[config.mk]
export PLATFORM = sky130hd
export DESIGN_NAME = impl_monitor
export DESIGN_NICKNAME = d
export VERILOG_FILES = /design/src/rtl/impl_monitor.sv
export SDC_FILE = /design/constraint.sdc
export NUM_CORES = 1
export LEC_CHECK = 0
export CORE_ASPECT_RATIO = 1.4
export CORE_MARGIN = 2
export CORE_UTILIZATION = 46
export DETAILED_ROUTE_END_ITERATION = 8
export PLACE_DENSITY = 0.88
export SLEW_MARGIN = 20
export SYNTH_ARGS = -nofsm -noshare
export SYNTH_HDL_FRONTEND = slang
export SYNTH_SLANG_ARGS = --single-unit
export TNS_END_PERCENT = 100
[constraint.sdc]
create_clock -name clk -period 1.8 [get_ports clk]
set_input_delay 0.45 -clock clk [delete_from_list [all_inputs] [get_ports clk]]
set_output_delay 0.45 -clock clk [all_outputs]
set_load 0.005 [all_outputs]
[src/rtl/impl_monitor.sv]
// Synthesizable monitor for "ante |=> cons" resolved DELAY clocks after the attempt.
// Counts attempts, passes and failures; latches the cycle index of the first failure.
module impl_monitor #(
    parameter int DELAY = 1,
    parameter int CNT_W = 16
) (
    input  logic             clk,
    input  logic             rst_n,
    input  logic             en,
    input  logic             clr,
    input  logic             ante,
    input  logic             cons,
    output logic             pass,
    output logic             fail,
    output logic             fail_seen,
    output logic             pending,
    output logic [CNT_W-1:0] att_cnt,
    output logic [CNT_W-1:0] pass_cnt,
    output logic [CNT_W-1:0] fail_cnt,
    output logic [CNT_W-1:0] cyc_cnt,
    output logic [CNT_W-1:0] first_fail
);

    if (DELAY < 1 || DELAY > 8) begin : g_bad_delay
        $error("impl_monitor: DELAY=%0d outside legal range 1..8", DELAY);
    end

    localparam logic [CNT_W-1:0] CNT_MAX = '1;

    logic [DELAY-1:0] pipe_q, pipe_d;
    logic             pass_q, pass_d;
    logic             fail_q, fail_d;
    logic             fail_seen_q, fail_seen_d;
    logic [CNT_W-1:0] att_cnt_q, att_cnt_d;
    logic [CNT_W-1:0] pass_cnt_q, pass_cnt_d;
    logic [CNT_W-1:0] fail_cnt_q, fail_cnt_d;
    logic [CNT_W-1:0] cyc_cnt_q, cyc_cnt_d;
    logic [CNT_W-1:0] first_fail_q, first_fail_d;

    logic start;
    logic resolve;

    assign start   = en & ante;
    assign resolve = pipe_q[DELAY-1];

    always_comb begin
        pipe_d       = pipe_q << 1;
        pipe_d[0]    = start;
        pass_d       = 1'b0;
        fail_d       = 1'b0;
        fail_seen_d  = fail_seen_q;
        first_fail_d = first_fail_q;
        att_cnt_d    = att_cnt_q;
        pass_cnt_d   = pass_cnt_q;
        fail_cnt_d   = fail_cnt_q;
        cyc_cnt_d    = cyc_cnt_q + CNT_W'(1);

        if (start && att_cnt_q != CNT_MAX) begin
            att_cnt_d = att_cnt_q + CNT_W'(1);
        end

        if (resolve) begin
            if (cons) begin
                pass_d = 1'b1;
                if (pass_cnt_q != CNT_MAX) pass_cnt_d = pass_cnt_q + CNT_W'(1);
            end else begin
                fail_d      = 1'b1;
                fail_seen_d = 1'b1;
                if (fail_cnt_q != CNT_MAX) fail_cnt_d = fail_cnt_q + CNT_W'(1);
                // first_fail records the index held before this edge's increment
                if (!fail_seen_q) first_fail_d = cyc_cnt_q;
            end
        end

        // clr wins over everything at this edge except the free-running cycle index
        if (clr) begin
            pipe_d       = '0;
            pass_d       = 1'b0;
            fail_d       = 1'b0;
            fail_seen_d  = 1'b0;
            first_fail_d = '0;
            att_cnt_d    = '0;
            pass_cnt_d   = '0;
            fail_cnt_d   = '0;
        end
    end

    always_ff @(posedge clk or negedge rst_n) begin
        if (!rst_n) begin
            pipe_q       <= '0;
            pass_q       <= 1'b0;
            fail_q       <= 1'b0;
            fail_seen_q  <= 1'b0;
            first_fail_q <= '0;
            att_cnt_q    <= '0;
            pass_cnt_q   <= '0;
            fail_cnt_q   <= '0;
            cyc_cnt_q    <= '0;
        end else begin
            pipe_q       <= pipe_d;
            pass_q       <= pass_d;
            fail_q       <= fail_d;
            fail_seen_q  <= fail_seen_d;
            first_fail_q <= first_fail_d;
            att_cnt_q    <= att_cnt_d;
            pass_cnt_q   <= pass_cnt_d;
            fail_cnt_q   <= fail_cnt_d;
            cyc_cnt_q    <= cyc_cnt_d;
        end
    end

    assign pass       = pass_q;
    assign fail       = fail_q;
    assign fail_seen  = fail_seen_q;
    assign pending    = |pipe_q;
    assign att_cnt    = att_cnt_q;
    assign pass_cnt   = pass_cnt_q;
    assign fail_cnt   = fail_cnt_q;
    assign cyc_cnt    = cyc_cnt_q;
    assign first_fail = first_fail_q;

endmodule

# == Word level (Yosys, flattened, before mapping) ==
# Index checks and enable logic that the tools add are counted.
# totals
elab_cells,53
ff_bits,84
input_bits,6
out_inout_bits,84
# op_classes
muxes,24
n_reduce_logical,10
add_sub_neg,4
bitwise_logic,1
eq_ne,5
# ops
operator,count
$mux 16,14
$add 16x1->16 const B,4
$ne 16x16->1 const B,3
$mux 1,10
$reduce_bool 2->1,5
$reduce_and 3->1,3
$ne 2x2->1 const B,2
$reduce_and 2->1,1
$and 1x1->1,1
$logic_and 1x1->1,1

# == Logic depth before layout (Yosys ltp) ==
# logic_depth
ltp_word,5
ltp_mapped,6
depth_no_buf,6

# == Worst setup path before layout ==
# OpenSTA, ideal clock, no wires.
# synth_path
kind,reg-to-reg
startpoint,"reg fail_cnt_q[0], in the netlist fail_cnt[0]"
endpoint,"reg fail_cnt_q[1], in the netlist fail_cnt[1]"
stages_incl_launch_ff,7
setup_slack_ns,0.025
path_buffers,0
setup_time_ns,0.133
period_less_slack_ns,1.775
arrival_ns,1.642
cell_sequence,dfrtp_1 -> ha_1 -> nand3_1 -> or3_1 -> o21ai_2 -> mux2i_1 -> nor2_1
# synth_between
elab_chain_len,5
# synth_rtl
element,line_no,source
from (decl),36,"logic [CNT_W-1:0] fail_cnt_q, fail_cnt_d;"
from (signal assigned),107,fail_cnt_q <= fail_cnt_d;
$add 16x1->16,69,if (fail_cnt_q != CNT_MAX) fail_cnt_d = fail_cnt_q + CNT_W'(1);
$mux 16,69,
$mux 16,63,if (cons) begin
$mux 16,62,if (resolve) begin
$mux 16,76,if (clr) begin
# Parallel ways exist; a longest one is shown, timed or not. The select of a mux whose other input is x is not followed.
# A chain may end at the register's enable or synchronous reset.

# == Worst setup path after layout ==
# layout_path
startpoint,"reg pass_cnt_q[1], in the netlist pass_cnt[1]"
endpoint,out pass_cnt[1]
# layout_lines
element,line_no,source
from (decl),35,"logic [CNT_W-1:0] pass_cnt_q, pass_cnt_d;"
from (signal assigned),106,pass_cnt_q <= pass_cnt_d;
to (decl),18,"output logic [CNT_W-1:0] pass_cnt,"
# No word-level cell between the ends.

==> impl_metrics.tcl <==
set metrics [dict create \
    routedWlPerCell_um 15.6 \
    gp_congestion 0.867 \
    crit_end "pass_cnt[1]" \
    synth-seq-cells 84 \
    synth_most_common_cell "dfrtp_1" \
    yosys_warnings 0 \
    drtAntennaViolNets 0 \
    clock_latency_ps 330 \
    cts_tree "built" \
    ff2ff_setup_slack_ps 20 \
    worstReg2RegStart "pass_cnt[0]" \
    synth_commonest_cells "dfrtp_1, nor2_1, nand2_1, xnor2_1, o21ai_0" \
    post-route-util 0.673 \
    peakVddDrop_v 0.000484 \
    min_period_over_period 1.01 \
    setup-violations-final 1 \
    synth-main-ff-cell "dfrtp_1" \
    layout_setup_ws_ps -14.7 \
    placedCellCount 625 \
    syn_inst 409 \
    grt_first_pass_wirelength_mm 16.4 \
    syn_nets 419 \
    violations "setup timing" \
    synth_cell_types 43 \
    post-synth-top-area-cell "dfrtp_1" \
    drive_above_1_share 0.196 \
    avgSynthCellArea_um2 9.94 \
    r2r-end "pass_cnt[1]" \
    core-area_mm2 0.00861 \
    grt_use_met2 0.374 \
    status "finished with violations" \
    leakage_nw 2.49 \
    start_util 0.472 \
    fin_cells 646 \
    end_kind "output port" \
    overflow 0 \
    async_flop_share 1.00 \
    worst-endpoint-required_ps 1350 \
    grt_max_degree 85 \
    syn_area_mm2 0.00406 \
    crit_type "reg2out" \
    crit_chain "buf_4, clkdlybuf4s50_1" \
    rsz0062_at_grt "yes" \
    slew_headroom 0.696 \
    vias 3520 \
    slew_viol_final 0 \
    cp_max_fo 4 \
    drc 0 \
    dieArea_mm2 0.00961 \
    synth_edf_count 0 \
    viasPerCell 5.45 \
    holdWs_ps 135 \
    grt_pass1_vias 3462 \
    synthTopCellsByArea "dfrtp_1, xnor2_1, nor2_1, xor2_1, nand2_1" \
    synth_top_area_frac 0.517 \
    clockBufferDepth 2 \
    hold_violations 0 \
    core.rowCount 40 \
    nets 547 \
    cpPeakStageDelay_ps 500 \
    die_w_um 83.4 \
    cts.sinks 84 \
    cp-startpoint "pass_cnt[1]" \
    pin_count 90 \
    antenna_found_initial 0 \
    die_y_um 115 \
    worst_path_max_delay_cell "clkdlybuf4s50_1" \
    cp-start-kind "register" \
    final-seq-area_mm2 0.00212 \
    min_period_ps 1810 \
    multi_input_area_mm2 0.00199 \
    wl_mm 10.1 \
    htree_levels 3 \
    ff2ff_path_depth 6 \
    cts_root_buffer "clkbuf_16" \
    skew_ps 4.59 \
    synth-seq-area-share 0.517 \
    cts_inserted_buffers 9 \
    worst_slew_pin_slew_ps 457 \
    max_cap_viol_count 0 \
    grt_use_met3 0.0316 \
    fmax_mhz 551 \
    arrival_ps 1360 \
    dr.pass1.iters 4 \
    io_buffers 89 \
    dr.first_iter.drc_count 239 \
    hp-class "in2async" \
    path_clk_slew_ps 60 \
    area_growth_pct 42.6 \
    fillerInstances 647 \
    busiest_layer "met2" \
    n_antenna_cell 0 \
    p_per_area_mw_per_mm2 648 \
    dp_hpwl_mm 6.72 \
    met1_usage 0.251 \
    holdBufCountCts 0 \
    grtUsageTotal 0.208 \
]
[worst min-delay path by stage]
stage                              start             end  slack (ps)  cells after the start
after detailed placement   first_fail[7]   first_fail[7]         470                      2
after CTS                          rst_n    fail_cnt[12]         170                      2
final                              rst_n    fail_cnt[11]         140                      2
after floorplan                    rst_n      att_cnt[0]         150                      0
after global routing               rst_n      att_cnt[5]         190                      2
after global placement    first_fail[15]  first_fail[15]         460                      2
[per-layer routing]
layer	part of all wire	vias up	wire (um)
li1	-	1688	-
met4	0.013	0	130
met2	0.53	92	5350
met5	0	-	0
met1	0.42	1727	4210
met3	0.037	13	377
[cell families after synthesis]
| logic type | after synthesis | synth area share |
|---|---|---|
| adders and majority gates | 4 | 0.0123 |
| and+or+nand+nor | 199 | 0.256 |
| AOI/OAI and AO/OA | 53 | 0.0834 |
| DFF | 84 | 0.517 |
| xor gates and xnor gates | 48 | 0.103 |
| buffers and inverters | 18 | 0.0206 |
| muxes | 3 | 0.00739 |
[report_power, final]
group / switching [mW] / leakage [nW] / internal [mW]
logic: 0.108 / 1.24 / 0.0795
clock network: 0.733 / 0.124 / 0.919
registers: 0.0126 / 1.13 / 1.90
total: 0.854 / 2.49 / 2.90
[placed cells by master (no fill, tap or decap), types with 4 or more instances in the layout]
cell / netlist / final
dfrtp_2: 0 / 13
and4_1: 8 / 7
xnor2_1: 29 / 29
o21ai_0: 23 / 22
dfrtp_1: 84 / 71
inv_1: 4 / 4
nand4_1: 15 / 15
or3_1: 5 / 4
nand3_1: 17 / 17
nor4_2: 1 / 5
dlymetal6s2s_1: 0 / 10
nor4_1: 8 / 4
and3_1: 5 / 5
nand2_1: 43 / 43
clkdlybuf4s50_1: 0 / 77
nand2b_1: 19 / 19
nor3_1: 12 / 9
buf_4: 0 / 34
o21ai_2: 11 / 11
clkbuf_16: 0 / 9
buf_6: 2 / 6
a21oi_1: 5 / 5
xor2_1: 19 / 19
nor2_1: 51 / 48
[worst max-delay path, delay by kind of cell, from the launching register on]
| kind | cells | cell delay (ps) |
|---|---|---|
| buffers and inverters | 2 | 650 |
| DFF | 1 | 380 |
[per-stage QoR]
step	setup TNS, ps	worst slack (ps)	area (um^2)	total power [mW]
6_report	-14.7	-14.7	5800	3.76
5_1_grt	-277	-77.3	5800	3.88
4_1_cts	0	2.31	5600	3.78
3_5_place_dp	-7750	-327	5320	2.14
3_3_place_gp	-5400	-259	5320	2.13
2_1_floorplan	0	24.9	4060	2.02
[layout make-up]
cell class	instances	share of cell area
inverters	4	0.00259
multi-input cells	307	0.343
clock buffers	10	0.0395
clock inverters	5	0.00518
well taps	105	0.0227
flip-flops and latches	84	0.365
repair buffers	131	0.221
[registers in the layout, summed over array words and instances (netlist names)]
register and flops:
first_fail 16, pending 1, fail 1, pass_cnt 16, cyc_cnt 16, att_cnt 16
fail_cnt 16, pass 1, fail_seen 1
[repair_timing]
item | 4_1_cts | 5_1_grt
gates resized for setup | 7 | 44
setup buffers | 0 | 6
pin swaps | 0 | 2
endpoints found under the setup margin | 8 | 49
Power figures use the tool's default switching activity.
==> edit 1 (config.mk and constraints unchanged) <==
Change the parameter `CNT_W` from 16 to 14.
--- a/src/rtl/impl_monitor.sv
+++ b/src/rtl/impl_monitor.sv
@@ -2,7 +2,7 @@
 // Counts attempts, passes and failures; latches the cycle index of the first failure.
 module impl_monitor #(
     parameter int DELAY = 1,
-    parameter int CNT_W = 16
+    parameter int CNT_W = 14
 ) (
     input  logic             clk,
     input  logic             rst_n,
Ports: changed (5 resized); port bits go from 90 to 80. No check against the original RTL was run, so the function may have changed too.
==> edit 1 against the unedited design <==
Sequential cell count shrank 10. Power grew 0.24%. Clock power grew 4%. Area after synthesis shrank 7.0%. Maximum frequency grew 0.90%. Non-clock buffer count grew 35. Worst setup slack gained 16 ps. Wire length grew 6.4%. Final area shrank 0.60%.
==> edit 1: results (changes against the unedited design) <==
ir_worst_vdd_uv: 713.7  # +47%
dp_hpwl_microns: 7308  # +8.7%
grt_max_degree: 37  # -56%
p_per_area_nw_per_um2: 653.6  # +0.85%
maxSlewHeadroom: 0.6651  # -0.03046
cp_max_fo: 3  # -1
grt_use_total: 0.2440  # +0.03644
synth_nets: 390  # -6.9%
whs_ps: 484.3  # +349.1 ps
grt_pass1_wl_microns: 16890  # +3.3%
switching_share: 0.2463  # +0.01902
worst_hold_path_type: "register to register"
synthTopCellsByCount: "dfrtp_1, nand2_1, nand3_1, o21ai_0, nand2b_1"
first_global_vias: 3668  # +6.0%
finalWirelength_microns: 10720  # +6.4%
dpl.cell_count: 611  # -2.2%
drt-met1-wl_microns: 4095  # -2.8%
power_leakage_uw: 0.002666  # +6.9%
grt_use_met1: 0.2767  # +0.02557
port_buffers: 79  # -11%
dr_wl_met2_microns: 5779  # +8.1%
yosys-top-cells-area: "dfrtp_1, nand2b_1, nand3_1"
dpl_cell_area_sq_um: 5147  # -3.2%
ys_seq_area_frac: 0.4897  # -0.02750
avgSynthCellArea_sq_um: 9.950  # +0.14%
drive_gt1_frac: 0.2701  # +0.07414
grtUsageMet3: 0.06026  # +0.02867
gp_congestion: 0.9182  # +5.9%
layout.nets: 553  # +1.1%
post_drt_wl_per_cell_microns: 16.49  # +5.8%
setup_viol: 0  # -1
arrival_ps: 2020  # +660 ps
wl_met3_microns: 486  # +29%
pre_cts_slack_ps: -339.6  # -12.56 ps
clock_power_share: 0.456  # +0.016
rr_worst_depth: 5  # -1
r2r_slack_ps: 1  # -20 ps
status: "finished clean"
period_share: 0.9992  # -0.008968
comb_cell_power_uw: 335  # +78%
[edit 1: changes by cell type after synthesis, moves of 11 or more]
| cell | change |
|---|---|
| a21oi_1 | +13 |
| a31oi_1 | +12 |
| nand2_1 | -16 |
| nor2_1 | -37 |
| o21ai_2 | -11 |
| xnor2_1 | -18 |
| xor2_1 | -17 |
[edit 1: repair_timing]
action	in CTS	in global routing
setup buffers	10	12
endpoints found under the setup margin	18	52
pin swaps	0	13
hold endpoints to repair	20	0
hold buffers	1	0
gates resized for setup	13	41
[edit 1: worst max-delay path, cell delays in order, from the launching register on]
cell	delay, ps
dfrtp_1	390
ha_1	200
nand4_1	180
or4b_2	660
mux2i_1	180
nor2_1	60
[edit 1: cells by family (layout without fill, tap and decap cells)]
logic type,count (synthesis),count (layout),share of synthesized area
and+or+nand+nor,171,171,0.2723
AOI/OAI and AO/OA,85,85,0.1396
DFF,74,74,0.4897
buffers and inverters,25,193,0.03210
xor gates and xnor gates,13,13,0.03011
muxes,8,8,0.02283
adders and majority gates,4,4,0.01324
[edit 1: worst max-delay path by stage]
stage	to	cells past startpoint	start
5_1_grt	att_cnt[12]	5	att_cnt[1]
4_1_cts	pass_cnt[13]	5	pass_cnt[1]
3_3_place_gp	att_cnt[12]	5	en
6_report	att_cnt[12]	5	att_cnt[1]
2_1_floorplan	pass_cnt[13]	6	pass_cnt[1]
3_5_place_dp	att_cnt[8]	6	en
[edit 1: layout make-up]
type | count | area, sq um | share of cell area
Clock buffer | 10 | 239.0 | 0.04148
Inverter | 11 | 41.29 | 0.007166
Timing Repair Buffer | 166 | 1526 | 0.2649
Clock inverter | 6 | 48.80 | 0.008469
Multi-Input combinational cell | 281 | 1906 | 0.3307
Sequential cell | 74 | 1873 | 0.3251
Tap cell | 102 | 127.6 | 0.02215
==> edit 2 (config.mk and constraints unchanged) <==
Without the edit above. Put one more register stage on the output `fail_cnt`, without a reset. The value now appears one clock later. The other outputs are not delayed to match.
--- a/src/rtl/impl_monitor.sv
+++ b/src/rtl/impl_monitor.sv
@@ -115,7 +115,9 @@
     assign pending    = |pipe_q;
     assign att_cnt    = att_cnt_q;
     assign pass_cnt   = pass_cnt_q;
-    assign fail_cnt   = fail_cnt_q;
+    always_ff @(posedge clk) begin
+        fail_cnt <= fail_cnt_q;
+    end
     assign cyc_cnt    = cyc_cnt_q;
     assign first_fail = first_fail_q;
 
Check against the original RTL: not equivalent (a bounded check fails within 4 cycles, from zero or initial values and one cycle with rst_n low).
==> edit 2 against the unedited design <==
The flow still finishes with violations (negative setup slack). Synthesized cell count is 6.6% higher. Final area is 9.3% higher. Sequential cell count is 16 higher. Sequential share of layout area is 1.9 points higher. Power is 15% higher. Area after synthesis is 8.8% higher. Utilization hardly changed. Wire length is 13% higher. Via count is 13% higher. Critical path depth is 4 higher. Worst setup slack worse by 13 ps. Critical endpoint is now att_cnt[9].
==> edit 2: results (changes against the unedited design) <==
status: "finished, violations left"
violations: "negative setup slack"
rr_worst_depth: 6  # unchanged
clockRootBuffer: "clkbuf_16"
drt_iter0_markers: 176  # -26%
dpl_cell_area_sq_um: 5784  # +8.7%
pre_cts_slack_ps: -454.2  # -127.1 ps
ys_seq_area_frac: 0.5480  # +0.03073
grt_pass1_wl_microns: 17840  # +9.1%
ir_worst_vdd_uv: 426.7  # -12%
seq-power_uw: 2270  # +18%
path_delay_family: "simple AND/OR/NAND/NOR gates"
antenna_cells: 0  # unchanged
finClkSkew_ps: 5.538  # +0.9511 ps
worst_hold_path_type: "input port to async pin"
firstDrtPassIters: 5  # +1
synth_warnings: 0  # unchanged
ys.flop_type: "dfrtp_1"
cts_setup_buffers: 2  # +2
grt_use_total: 0.2150  # +0.007400
yosys.cell_types.count: 45  # +4.7%
finalWirelength_microns: 11410  # +13%
gp_congestion: 0.9196  # +6.0%
setup_viol: 1  # unchanged
drive_gt1_frac: 0.1925  # -0.003429
worst_pin_slew_ps: 441.4  # -15.33 ps
synthTopCellsByCount: "dfrtp_1, nand2_1, a21oi_1, nor2_1"
vias: 3971  # +13%
numCtsBuffers: 9  # unchanged
first_global_vias: 3872  # +12%
finalSetupTns_ps: -27.29  # -12.62 ps
power_leakage_uw: 0.002755  # +10%
arrival_ps: 2040  # +680 ps
p_clk_uw: 1850  # +12%
slowest_delay_ps: 400  # -100 ps
setup_slack_ps: -27.29  # -12.62 ps
synth_nets: 446  # +6.4%
async_reset_ff_frac: 0.8400  # -0.1600
cp_slowest_cell: "dfrtp_1"
cp_max_fo: 6  # +2
dp_hpwl_microns: 7333  # +9.1%
switching_share: 0.2221  # -0.005187
p_switching_uw: 961.9  # +13%
yosys-top-cells-area: "dfrtp_1, dfxtp_1, xnor2_1"
cts_resized: 5  # -2
layout.nets: 592  # +8.2%
[edit 2: cell count changes after synthesis, moves of 6 or more]
cell | before | now
inv_1 | 4 | 14
xor2_1 | 19 | 11
nor2b_1 | 2 | 8
a21oi_1 | 5 | 32
dfxtp_1 | 0 | 16
nor2_1 | 51 | 23
o31ai_1 | 2 | 8
o21ai_2 | 11 | 0
xnor2_1 | 29 | 20
[edit 2: area by class of cell]
type                    instances  area (sq um)
repair buffers                154          1451
clock inverters                 4         32.53
flip-flops and latches        100          2432
inverters                      14         52.55
clock buffers                  12         256.5
multi-input cells             303          1971
fillers                       673          3073
well taps                     110         137.6
[edit 2: worst paths after layout]
| path | from | to | slack, ps |
|---|---|---|---|
| worst max-delay path | att_cnt[0] | att_cnt[9] | -30 |
| worst min-delay path | rst_n | pass_cnt[12] | 150 |
| worst max register to register | att_cnt[0] | att_cnt[9] | -30 |
| worst min register to register | fail_cnt_q[7] | fail_cnt[7] | 440 |
| max in group asynchronous | rst_n | att_cnt[2] | 1300 |
| min in group clk | fail_cnt_q[7] | fail_cnt[7] | 440 |
[edit 2: kinds of logic after synthesis]
family,synth area share
AOI/OAI and AO/OA,0.09680
DFF,0.5480
and+or+nand+nor,0.2290
muxes,0.02434
adders and majority gates,0.01132
buffers and inverters,0.02915
xor gates and xnor gates,0.06142
[edit 2: metal layers]
metal / track usage / wire, microns
met1: 0.2621 / 4514
met2: 0.3583 / 6061
met3: 0.04746 / 559
met4: 0.09766 / 272
met5: 0 / 0
[edit 2: through the flow]
stage | utilization | instances
CTS | 0.6496 | 686
global route | 0.6733 | 697
global placement | 0.6149 | 668
finish | 0.6733 | 697
floorplan | - | 436
detailed placement | 0.6149 | 668
